### config.mk
export PLATFORM = sky130hd
export DESIGN_NAME = key_pad_emulator
export DESIGN_NICKNAME = d
export VERILOG_FILES = /design/src/rtl/keypad_pkg.sv /design/src/rtl/sync_2ff.sv /design/src/rtl/key_pad_emulator.sv
export SDC_FILE = /design/constraint.sdc
export NUM_CORES = 1
export LEC_CHECK = 0
export ABC_AREA = 1
export CAP_MARGIN = 10
export CORE_MARGIN = 4
export CORE_UTILIZATION = 25
export DETAILED_ROUTE_END_ITERATION = 7
export PLACE_DENSITY_LB_ADDON = 0.2
export SETUP_SLACK_MARGIN = 0.4
export SYNTH_ARGS = -nofsm -noshare
export SYNTH_HDL_FRONTEND = slang
export SYNTH_SLANG_ARGS = --single-unit
### constraint.sdc
create_clock -name clk -period 1.9 [get_ports clk]
set_input_delay 0.285 -clock clk [delete_from_list [all_inputs] [get_ports clk]]
set_output_delay 0.285 -clock clk [all_outputs]
set_load 0.005 [all_outputs]
### src/rtl/keypad_pkg.sv
// Shared keypad definitions: emulator FSM encoding, idle pin level and the
// key-code-to-matrix-position map used by both emulator and scanner.
package keypad_pkg;

  typedef enum logic [2:0] {
    IDLE,
    BOUNCE_IN,
    HOLD,
    BOUNCE_OUT,
    GAP
  } kp_state_t;

  // Active-low lines rest at all ones.
  localparam logic [3:0] KP_IDLE_LVL = 4'hF;

  typedef struct packed {
    logic [1:0] row;
    logic [1:0] col;
  } key_pos_t;

  // Row in the upper two bits, column in the lower two.
  function automatic key_pos_t key_split(input logic [3:0] code);
    key_pos_t p;
    p.row = code[3:2];
    p.col = code[1:0];
    return p;
  endfunction

endpackage

### src/rtl/sync_2ff.sv
// Two-flop synchronizer, resets to all ones so idle active-low lines stay idle.
module sync_2ff #(
  parameter int W = 4
) (
  input  logic         clk,
  input  logic         rst_n,
  input  logic [W-1:0] d,
  output logic [W-1:0] q
);

  logic [W-1:0] s1;

  // Two-stage capture of the asynchronous input.
  always_ff @(posedge clk or negedge rst_n) begin
    if (!rst_n) begin
      s1 <= '1;
      q  <= '1;
    end else begin
      s1 <= d;
      q  <= s1;
    end
  end

endmodule

### src/rtl/key_pad_emulator.sv
// Pin-level 4x4 keypad emulator: plays one requested key press (bounce in,
// hold, bounce out, gap) and answers the scanner's row drive on the columns.
module key_pad_emulator
  import keypad_pkg::*;
#(
  parameter int HOLD_CYCLES    = 2_000_000,
  parameter int BOUNCE_CYCLES  = 50_000,
  parameter int BOUNCE_TOGGLES = 4,
  parameter int GAP_CYCLES     = 1_000_000
) (
  input  logic       clk,
  input  logic       rst_n,
  input  logic [3:0] key_code,
  input  logic       key_valid,
  output logic       key_ready,
  output logic       busy,
  output logic       pressed,
  input  logic [3:0] row_in,
  output logic [3:0] col_out
);

  localparam int MAXC = (HOLD_CYCLES > GAP_CYCLES)
                      ? ((HOLD_CYCLES > BOUNCE_CYCLES) ? HOLD_CYCLES : BOUNCE_CYCLES)
                      : ((GAP_CYCLES > BOUNCE_CYCLES) ? GAP_CYCLES : BOUNCE_CYCLES);
  localparam int CW = $clog2(MAXC + 1);
  localparam int PW = (BOUNCE_TOGGLES < 1) ? 1 : $clog2(BOUNCE_TOGGLES + 1);

  localparam logic [CW-1:0] HOLD_LD   = CW'(HOLD_CYCLES - 1);
  localparam logic [CW-1:0] BOUNCE_LD = CW'(BOUNCE_CYCLES - 1);
  localparam logic [CW-1:0] GAP_LD    = CW'(GAP_CYCLES - 1);
  localparam logic [PW-1:0] LAST_PH   = PW'(BOUNCE_TOGGLES - 1);

  kp_state_t     state;
  logic [CW-1:0] cnt;
  logic [PW-1:0] phase;
  logic [3:0]    code_q;
  logic [3:0]    row_s2;
  logic [3:0]    col_nxt;
  key_pos_t      kp;

  sync_2ff #(.W(4)) u_row_sync (
    .clk  (clk),
    .rst_n(rst_n),
    .d    (row_in),
    .q    (row_s2)
  );

  // Press sequencer: one down-counter times every state and bounce phase;
  // pressed is registered so the contact level changes on phase boundaries.
  always_ff @(posedge clk or negedge rst_n) begin
    if (!rst_n) begin
      state     <= IDLE;
      cnt       <= '0;
      phase     <= '0;
      pressed   <= 1'b0;
      key_ready <= 1'b1;
      busy      <= 1'b0;
      code_q    <= '0;
    end else begin
      case (state)
        IDLE: if (key_valid) begin
          code_q    <= key_code;
          busy      <= 1'b1;
          key_ready <= 1'b0;
          pressed   <= 1'b1;
          phase     <= '0;
          if (BOUNCE_TOGGLES == 0) begin
            state <= HOLD;
            cnt   <= HOLD_LD;
          end else begin
            state <= BOUNCE_IN;
            cnt   <= BOUNCE_LD;
          end
        end
        BOUNCE_IN: begin
          if (cnt != '0) cnt <= cnt - 1'b1;
          else if (phase == LAST_PH) begin
            state   <= HOLD;
            cnt     <= HOLD_LD;
            phase   <= '0;
            pressed <= 1'b1;
          end else begin
            // next phase even -> closed, i.e. current phase odd
            phase   <= phase + 1'b1;
            cnt     <= BOUNCE_LD;
            pressed <= phase[0];
          end
        end
        HOLD: begin
          if (cnt != '0) cnt <= cnt - 1'b1;
          else begin
            pressed <= 1'b0;
            phase   <= '0;
            if (BOUNCE_TOGGLES == 0) begin
              state <= GAP;
              cnt   <= GAP_LD;
            end else begin
              state <= BOUNCE_OUT;
              cnt   <= BOUNCE_LD;
            end
          end
        end
        BOUNCE_OUT: begin
          if (cnt != '0) cnt <= cnt - 1'b1;
          else if (phase == LAST_PH) begin
            state   <= GAP;
            cnt     <= GAP_LD;
            phase   <= '0;
            pressed <= 1'b0;
          end else begin
            // release pattern is inverted: odd phases closed
            phase   <= phase + 1'b1;
            cnt     <= BOUNCE_LD;
            pressed <= ~phase[0];
          end
        end
        GAP: begin
          if (cnt != '0) cnt <= cnt - 1'b1;
          else begin
            state     <= IDLE;
            busy      <= 1'b0;
            key_ready <= 1'b1;
          end
        end
        default: begin
          state     <= IDLE;
          pressed   <= 1'b0;
          busy      <= 1'b0;
          key_ready <= 1'b1;
        end
      endcase
    end
  end

  // Only the latched row gates the latched column; other rows are ignored.
  always_comb begin
    kp      = key_split(code_q);
    col_nxt = KP_IDLE_LVL;
    if (pressed && !row_s2[kp.row]) col_nxt[kp.col] = 1'b0;
  end

  // Registered column return, no combinational path from pins.
  always_ff @(posedge clk or negedge rst_n) begin
    if (!rst_n) col_out <= KP_IDLE_LVL;
    else        col_out <= col_nxt;
  end

endmodule

==> results.py, run 1 <==
metrics = {
    "sta": {
        "rsz0062_at_grt": "yes",
        "worst_slew_pin_slew_ns": 0.477,
        "fin_crit_sh_pct": 88.2,
        "setup_viol": 0,
        "hold_viol": 0,
        "report.final.slew_viol_count": 0,
        "timing.max_slew.rel_slack_pct": 68.2,
        "fin_skew_ns": 0.0153,
        "post-route-min-period_ns": 1.67,
        "tns_ns": 0,
        "max_freq_ghz": 0.597,
    },
    "clock_network": {
        "clock_path_buffers": 2,
        "insertion_delay_ns": 0.31,
        "h-tree-depth": 2,
        "clock-sinks": 46,
        "cts_tree": "yes",
        "path_clk_slew_ns": 0.10,
        "cts_buffers": 5,
        "clk_root_buffer_cell": "clkbuf_8",
    },
    "grt": {
        "antenna_found_initial": 0,
        "grt_max_degree": 30,
        "gr-total-overflow": 0,
        "globalRouteTotalUtil_pct": 12.3,
        "grt_pass1_vias": 2415,
        "grt_pass1_wl_um": 12300,
    },
    "detailed_routing": {
        "viasPerCell": 4.44,
        "drc_errors": 0,
        "dr.first_iter.drc_count": 108,
        "met1_length_um": 3500,
        "routed.top_layer": "met4",
        "wl_per_cell_um": 13.7,
        "antenna_left": 0,
        "drt-total-wl_um": 7660,
        "wl_met3_um": 313,
        "first_pass_iters": 5,
        "vias": 2477,
        "dr_wl_met2_um": 3680,
    },
    "logic_synthesis": {
        "postSynthCellCount": 344,
        "synth.net_count": 358,
        "synth_area_leaders": "dfrtp_1 31%, nand2_1 15%, dfstp_2 13%",
        "syn_area_um2": 2640,
        "synthFlopType": "dfrtp_1",
        "synth.most_common_cell": "nand2_1",
        "async_flop_share_pct": 100,
        "yosysSeqAreaShare_pct": 44.2,
        "ys_top_cells_by_count": "103 x nand2_1, 50 x nor2_1, 39 x inv_1, 33 x dfrtp_1, 18 x nand3_1",
        "synth_area_per_cell_um2": 7.67,
        "synth_top_area_share_pct": 31.3,
        "synthDistinctLibCells": 35,
        "ys_ff_latch": 46,
        "synth_edf_count": 0,
        "ys_warn_count": 0,
        "synth_top_cell_by_area": "dfrtp_1",
    },
    "floorplanning": {
        "die_w_um": 111,
        "rows": 37,
        "core_area_um2": 10300,
        "num_io_pins": 18,
        "die_h_um": 111,
        "start_util_pct": 25.6,
        "die_area_um2": 12300,
    },
    "setup_path": {
        "critPathLaunchType": "register",
        "crit_family": "simple AND/OR/NAND/NOR gates",
        "slowest_delay_ns": 0.41,
        "crit_required_ns": 2.10,
        "worst-setup-path-type": "register to register",
        "path_cells": "inv_2 -> ha_4 -> nand2_4 -> nor2_4 -> nand3_4 -> nand2_8 -> nand2_8 -> inv_4 -> nand2_1 -> nand2_1 -> inv_1",
        "arrival_ns": 1.88,
        "path_depth": 11,
        "r2r_cells": 11,
        "cp_max_fo": 11,
        "crit_buf_inv": 3,
        "worstSetupEndpointType": "register",
        "cp_slowest_cell": "dfrtp_1",
    },
    "finish": {
        "syn_to_final_growth_pct": 47.4,
        "fin_nets": 435,
        "drive_above_1_share_pct": 40.8,
        "n_antenna_cell": 0,
        "fillers": 1063,
    },
    "placement": {
        "place_congestion": 0.853,
        "post-dp-hpwl_um": 4930,
        "port_buffers": 17,
    },
    "power": {
        "powerDensity_nw_per_um2": 1170,
        "p_leak_nw": 1.80,
        "finalPower_mw": 4.56,
        "peakVddDrop_v": 0.000386,
    },
    "run_status": {
        "status": "complete, no violations",
    },
    "flow_run": {
        "drv_cap": 0,
    },
    "worst_hold_path": {
        "hold_path_depth": 0,
        "hold_class": "register to register",
    },
}
==> layout make-up <==
type / instances / area (um2) / share of cell area [%]
sequential: 46 / 1170 / 30.1
inverter: 42 / 169 / 4.34
clock buffer: 5 / 68.8 / 1.77
tap: 136 / 170 / 4.38
multi-input combinational: 258 / 1690 / 43.5
timing repair buffer: 68 / 594 / 15.3
clock inverter: 3 / 22.5 / 0.579
==> kinds of logic (layout without fill, tap and decap cells) <==
logic type      after synthesis  count (layout)  share of synthesized area, %
xor+xnor                     10              10                          3.32
mux                           1               1                         0.427
fa+ha+maj                     3               3                          1.42
buf+inv                      45             118                          7.11
compound gates               31              31                          6.64
simple gates                208             213                          36.8
flops                        46              46                          44.2
==> what timing repair did <==
item,4_1_cts,5_1_grt
setup endpoints to repair,35,31
pin swaps,25,26
gates resized for setup,49,54
hold buffers,1,0
setup buffers,19,13
hold endpoints to repair,17,0
cloned,5,0
==> registers in the layout, summed over array words and instances (netlist names) <==
register and cells:
cnt 21, code_q 4, col_out 4, u_row_sync.q 4, u_row_sync.s1 4, phase 3, state 3, busy 1
key_ready 1, pressed 1
==> power by group <==
part,total (mW),switching (mW),internal (mW),leakage [nW]
combinational,2.53,1.54,0.991,1.21
sequential,1.38,0.153,1.23,0.535
clock,0.645,0.380,0.265,0.0451
==> per-stage QoR <==
stage          setup WS (ns)  instances  instance area, um2  util (%)  hold WS [ns]
3_3_place_gp           0.120        512                3120      30.2         0.274
4_1_cts                0.241        545                3610      34.9         0.358
2_1_floorplan          0.386        344                2670         -       -0.0106
6_report               0.225        558                3890      37.7         0.361
5_1_grt                0.126        558                3890      37.7         0.364
3_5_place_dp           0.126        512                3120      30.2         0.271
==> final timing paths <==
path,from,endpoint,slack [ns]
setup / recovery,cnt[0],cnt[15],0.23
hold / removal,u_row_sync.s1[3],u_row_sync.q[3],0.36
setup reg to reg,cnt[0],cnt[15],0.23
hold reg to reg,u_row_sync.s1[3],u_row_sync.q[3],0.36
max in group asynchronous,rst_n,u_row_sync.s1[3],0.85
min in group asynchronous,rst_n,cnt[10],0.46
==> layer usage <==
layer	global-route usage [%]	vias to the layer above
li1	-	1244
met1	16.2	1155
met2	20.0	61
met3	2.84	17
met4	4.02	0
met5	0	-
==> cells in the final DEF (no fill, tap or decap), types with 8 or more instances in the layout <==
master / count
clkdlybuf4s50_1: 10
nand2_1: 82
nand3_1: 13
dfrtp_1: 29
nand2_2: 21
nor2_1: 28
buf_4: 43
inv_1: 35
o21ai_1: 9
dfstp_2: 13
nor2_4: 14
nor2_2: 19
nand2_8: 8
(Power assumes the default switching activity.)
==> run 2, diff against run 1 <==
--- a/config.mk
+++ b/config.mk
@@ -5,7 +5,7 @@
 export SDC_FILE = /design/constraint.sdc
 export NUM_CORES = 1
 export LEC_CHECK = 0
-export ABC_AREA = 1
+export ABC_AREA = 0
 export CAP_MARGIN = 10
 export CORE_MARGIN = 4
 export CORE_UTILIZATION = 25
==> run 2 against run 1 <==
Effect of this change:
- the run now ends with negative setup slack left
- wire length is 8.4% higher
- critical path depth shrank 2
- first-iteration DRC count rose by 29%
- clock-buffer cell count unchanged
- area after synthesis barely moved
- fmax is 21% lower
- critical path type unchanged
==> results.py, run 2 <==
metrics = {
    "setup_path": {
        "worst-setup-path-type": "register to register",
        "r2r_cells": 9,
        "cp_max_fo": 7,
        "crit_end": "cnt[19]",
        "path_cells": "inv_2 -> ha_1 -> or4b_4 -> nand2b_4 -> nor2_4 -> buf_6 -> a21oi_2 -> o211ai_1 -> nand2_1",
        "critPathLaunchType": "register",
        "crit_start": "cnt[0]",
        "slowest_delay_ns": 0.52,
        "cp_slowest_cell": "or4b_4",
        "regToRegSetupSlack_ns": -0.21,
        "arrival_ns": 2.31,
        "rr_endpoint": "cnt[19]",
        "crit_required_ns": 2.09,
        "r2r-start": "cnt[0]",
        "worstSetupEndpointType": "register",
    },
    "finish": {
        "fin_nets": 383,
        "syn_to_final_growth_pct": 47.8,
        "final_common_cell": "buf_4",
        "layout_common_cells": "79 x buf_4, 33 x dfrtp_1, 30 x nand2_1",
        "largest_reg_flops": 21,
        "fillers": 1032,
        "instances_no_fill": 506,
        "largest-register": "cnt",
        "drive_above_1_share_pct": 45.9,
        "final_area_um2": 3900,
        "n_antenna_cell": 0,
    },
    "placement": {
        "pre_cts_ws_ns": -0.317,
        "dpl.cell_count": 475,
        "post-dp-hpwl_um": 5940,
        "place_congestion": 0.856,
        "placed_cell_area_um2": 3450,
        "port_buffers": 17,
    },
    "power": {
        "powerDensity_nw_per_um2": 666,
        "p_leak_nw": 1.63,
        "finalPower_mw": 2.60,
        "peakVddDrop_v": 0.000312,
    },
    "clock_network": {
        "cts_tree": "yes",
        "path_clk_slew_ns": 0.10,
        "cts_buffers": 5,
        "clock-sinks": 46,
        "clk_root_buffer_cell": "clkbuf_8",
        "clock_path_buffers": 2,
        "h-tree-depth": 2,
        "insertion_delay_ns": 0.31,
    },
    "grt": {
        "grt_pass1_vias": 2408,
        "antenna_found_initial": 0,
        "grt_max_degree": 19,
        "globalRouteTotalUtil_pct": 12.9,
        "grt_pass1_wl_um": 12800,
        "gr-total-overflow": 0,
    },
    "logic_synthesis": {
        "synth_top_area_share_pct": 31.3,
        "postSynthCellCount": 261,
        "synth_top_cell_by_area": "dfrtp_1",
        "ys_top_cells_by_count": "33 x dfrtp_1, 32 x nand2_1, 21 x nor2_1, 19 x a21oi_1, 13 x dfstp_2",
        "synth_area_leaders": "dfrtp_1 31%, dfstp_2 13%, nand2_1 4.5%",
        "synth.net_count": 275,
        "synth.most_common_cell": "dfrtp_1",
        "synthFlopType": "dfrtp_1",
        "synthDistinctLibCells": 68,
        "yosysSeqAreaShare_pct": 44.2,
        "ys_ff_latch": 46,
        "syn_area_um2": 2640,
        "async_flop_share_pct": 100,
        "ys_warn_count": 0,
        "synth_area_per_cell_um2": 10.1,
        "synth_edf_count": 0,
    },
    "run_status": {
        "violations": "negative setup slack",
        "status": "finished, violations left",
    },
    "sta": {
        "rsz0062_at_grt": "yes",
        "report.final.slew_viol_count": 0,
        "worst_slew_pin_slew_ns": 0.608,
        "setup_slack_ns": -0.213,
        "hold_viol": 0,
        "timing.max_slew.rel_slack_pct": 59.3,
        "max_freq_ghz": 0.473,
        "tns_ns": -4.08,
        "post-route-min-period_ns": 2.11,
        "fin_skew_ns": 0.00774,
        "fin_crit_sh_pct": 111,
        "setup_viol": 30,
    },
    "detailed_routing": {
        "wl_per_cell_um": 16.4,
        "drt-total-wl_um": 8300,
        "vias": 2408,
        "antenna_left": 0,
        "first_pass_iters": 5,
        "drc_errors": 0,
        "dr.first_iter.drc_count": 139,
        "viasPerCell": 4.76,
    },
    "floorplanning": {
        "die_area_um2": 12300,
        "start_util_pct": 25.6,
        "rows": 37,
        "die_h_um": 111,
        "num_io_pins": 18,
        "core_area_um2": 10300,
        "die_w_um": 111,
    },
    "worst_hold_path": {
        "hold_class": "register to register",
    },
    "flow_run": {
        "drv_cap": 0,
    },
}
-- run 2: cell types whose count changed after synthesis, moves of 5 or more --
cell      previous run  this run
a21oi_1             10        19
nand2b_1             0         6
nand2_1            103        32
nor2_1              50        21
inv_1               39         5
nor2_2               7         1
nand2_2              5         0
nor3_1               2         9
o21ai_1              6        11
nand3_1             18         6
-- run 2: worst max-delay path, delay by kind of cell, from the launching register on --
family / cells / cell delay (ns)
AO/OA/AOI/OAI: 2 / 0.27
adder cells (fa/ha/maj): 1 / 0.12
flip-flops: 1 / 0.40
AND/OR/NAND/NOR: 4 / 1.01
buffers and inverters: 2 / 0.19
-- run 2: power breakdown --
group | leakage, nW | total [mW] | internal (mW) | switching, mW
clock network | 0.0408 | 0.655 | 0.264 | 0.391
registers | 0.528 | 1.24 | 1.11 | 0.123
logic | 1.06 | 0.706 | 0.366 | 0.340
-- run 2: metal layers --
layer / track usage [%] / routed length, um / up-vias
li1: - / - / 1176
met2: 22.0 / 4170 / 41
met1: 17.1 / 3650 / 1178
met4: 3.61 / 142 / 0
met3: 1.80 / 344 / 13
met5: 0 / 0 / -
-- run 2: worst min-delay path by stage --
stage | endpoint | slack (ns) | cells after the start | start
after CTS | u_row_sync.q[3] | 0.36 | 0 | u_row_sync.s1[3]
after floorplan | busy | -0.01 | 0 | rst_n
after global placement | cnt[11] | 0.26 | 1 | rst_n
after global routing | u_row_sync.q[3] | 0.36 | 0 | u_row_sync.s1[3]
after detailed placement | cnt[7] | 0.27 | 1 | rst_n
final | u_row_sync.q[3] | 0.36 | 0 | u_row_sync.s1[3]
-- run 2: logic make-up after synthesis --
kind of cell / after synthesis / synth area share [%]
multiplexers: 2 / 1.23
buffers and inverters: 14 / 3.93
AO/OA/AOI/OAI: 69 / 18.6
adder cells (fa/ha/maj): 3 / 1.42
AND/OR/NAND/NOR: 121 / 28.6
XOR/XNOR: 6 / 1.99
flip-flops: 46 / 44.2
-- run 2: stage by stage --
| stage | hold WS [ns] | utilization (%) |
|---|---|---|
| global route | 0.364 | 37.8 |
| floorplan | -0.0106 | - |
| CTS | 0.361 | 35.7 |
| finish | 0.360 | 37.8 |
| global placement | 0.261 | 33.4 |
| detailed placement | 0.266 | 33.4 |
-- run 2: repair_timing --
item,in CTS,in global routing
gates resized for setup,21,26
buffers inserted,9,11
pin swaps,5,10
hold buffers,1,0
hold endpoints to repair,16,0
setup endpoints to repair,40,38
gates cloned,0,2
-- run 2: cell type report --
| cell class | count | area, um2 | area share [%] |
|---|---|---|---|
| clock buffers | 5 | 68.8 | 1.76 |
| flip-flops and latches | 46 | 1170 | 29.9 |
| inverters | 5 | 18.8 | 0.481 |
| repair buffers | 108 | 900 | 23.1 |
| well taps | 136 | 170 | 4.36 |
| clock inverters | 3 | 23.8 | 0.609 |
| multi-input cells | 203 | 1550 | 39.8 |
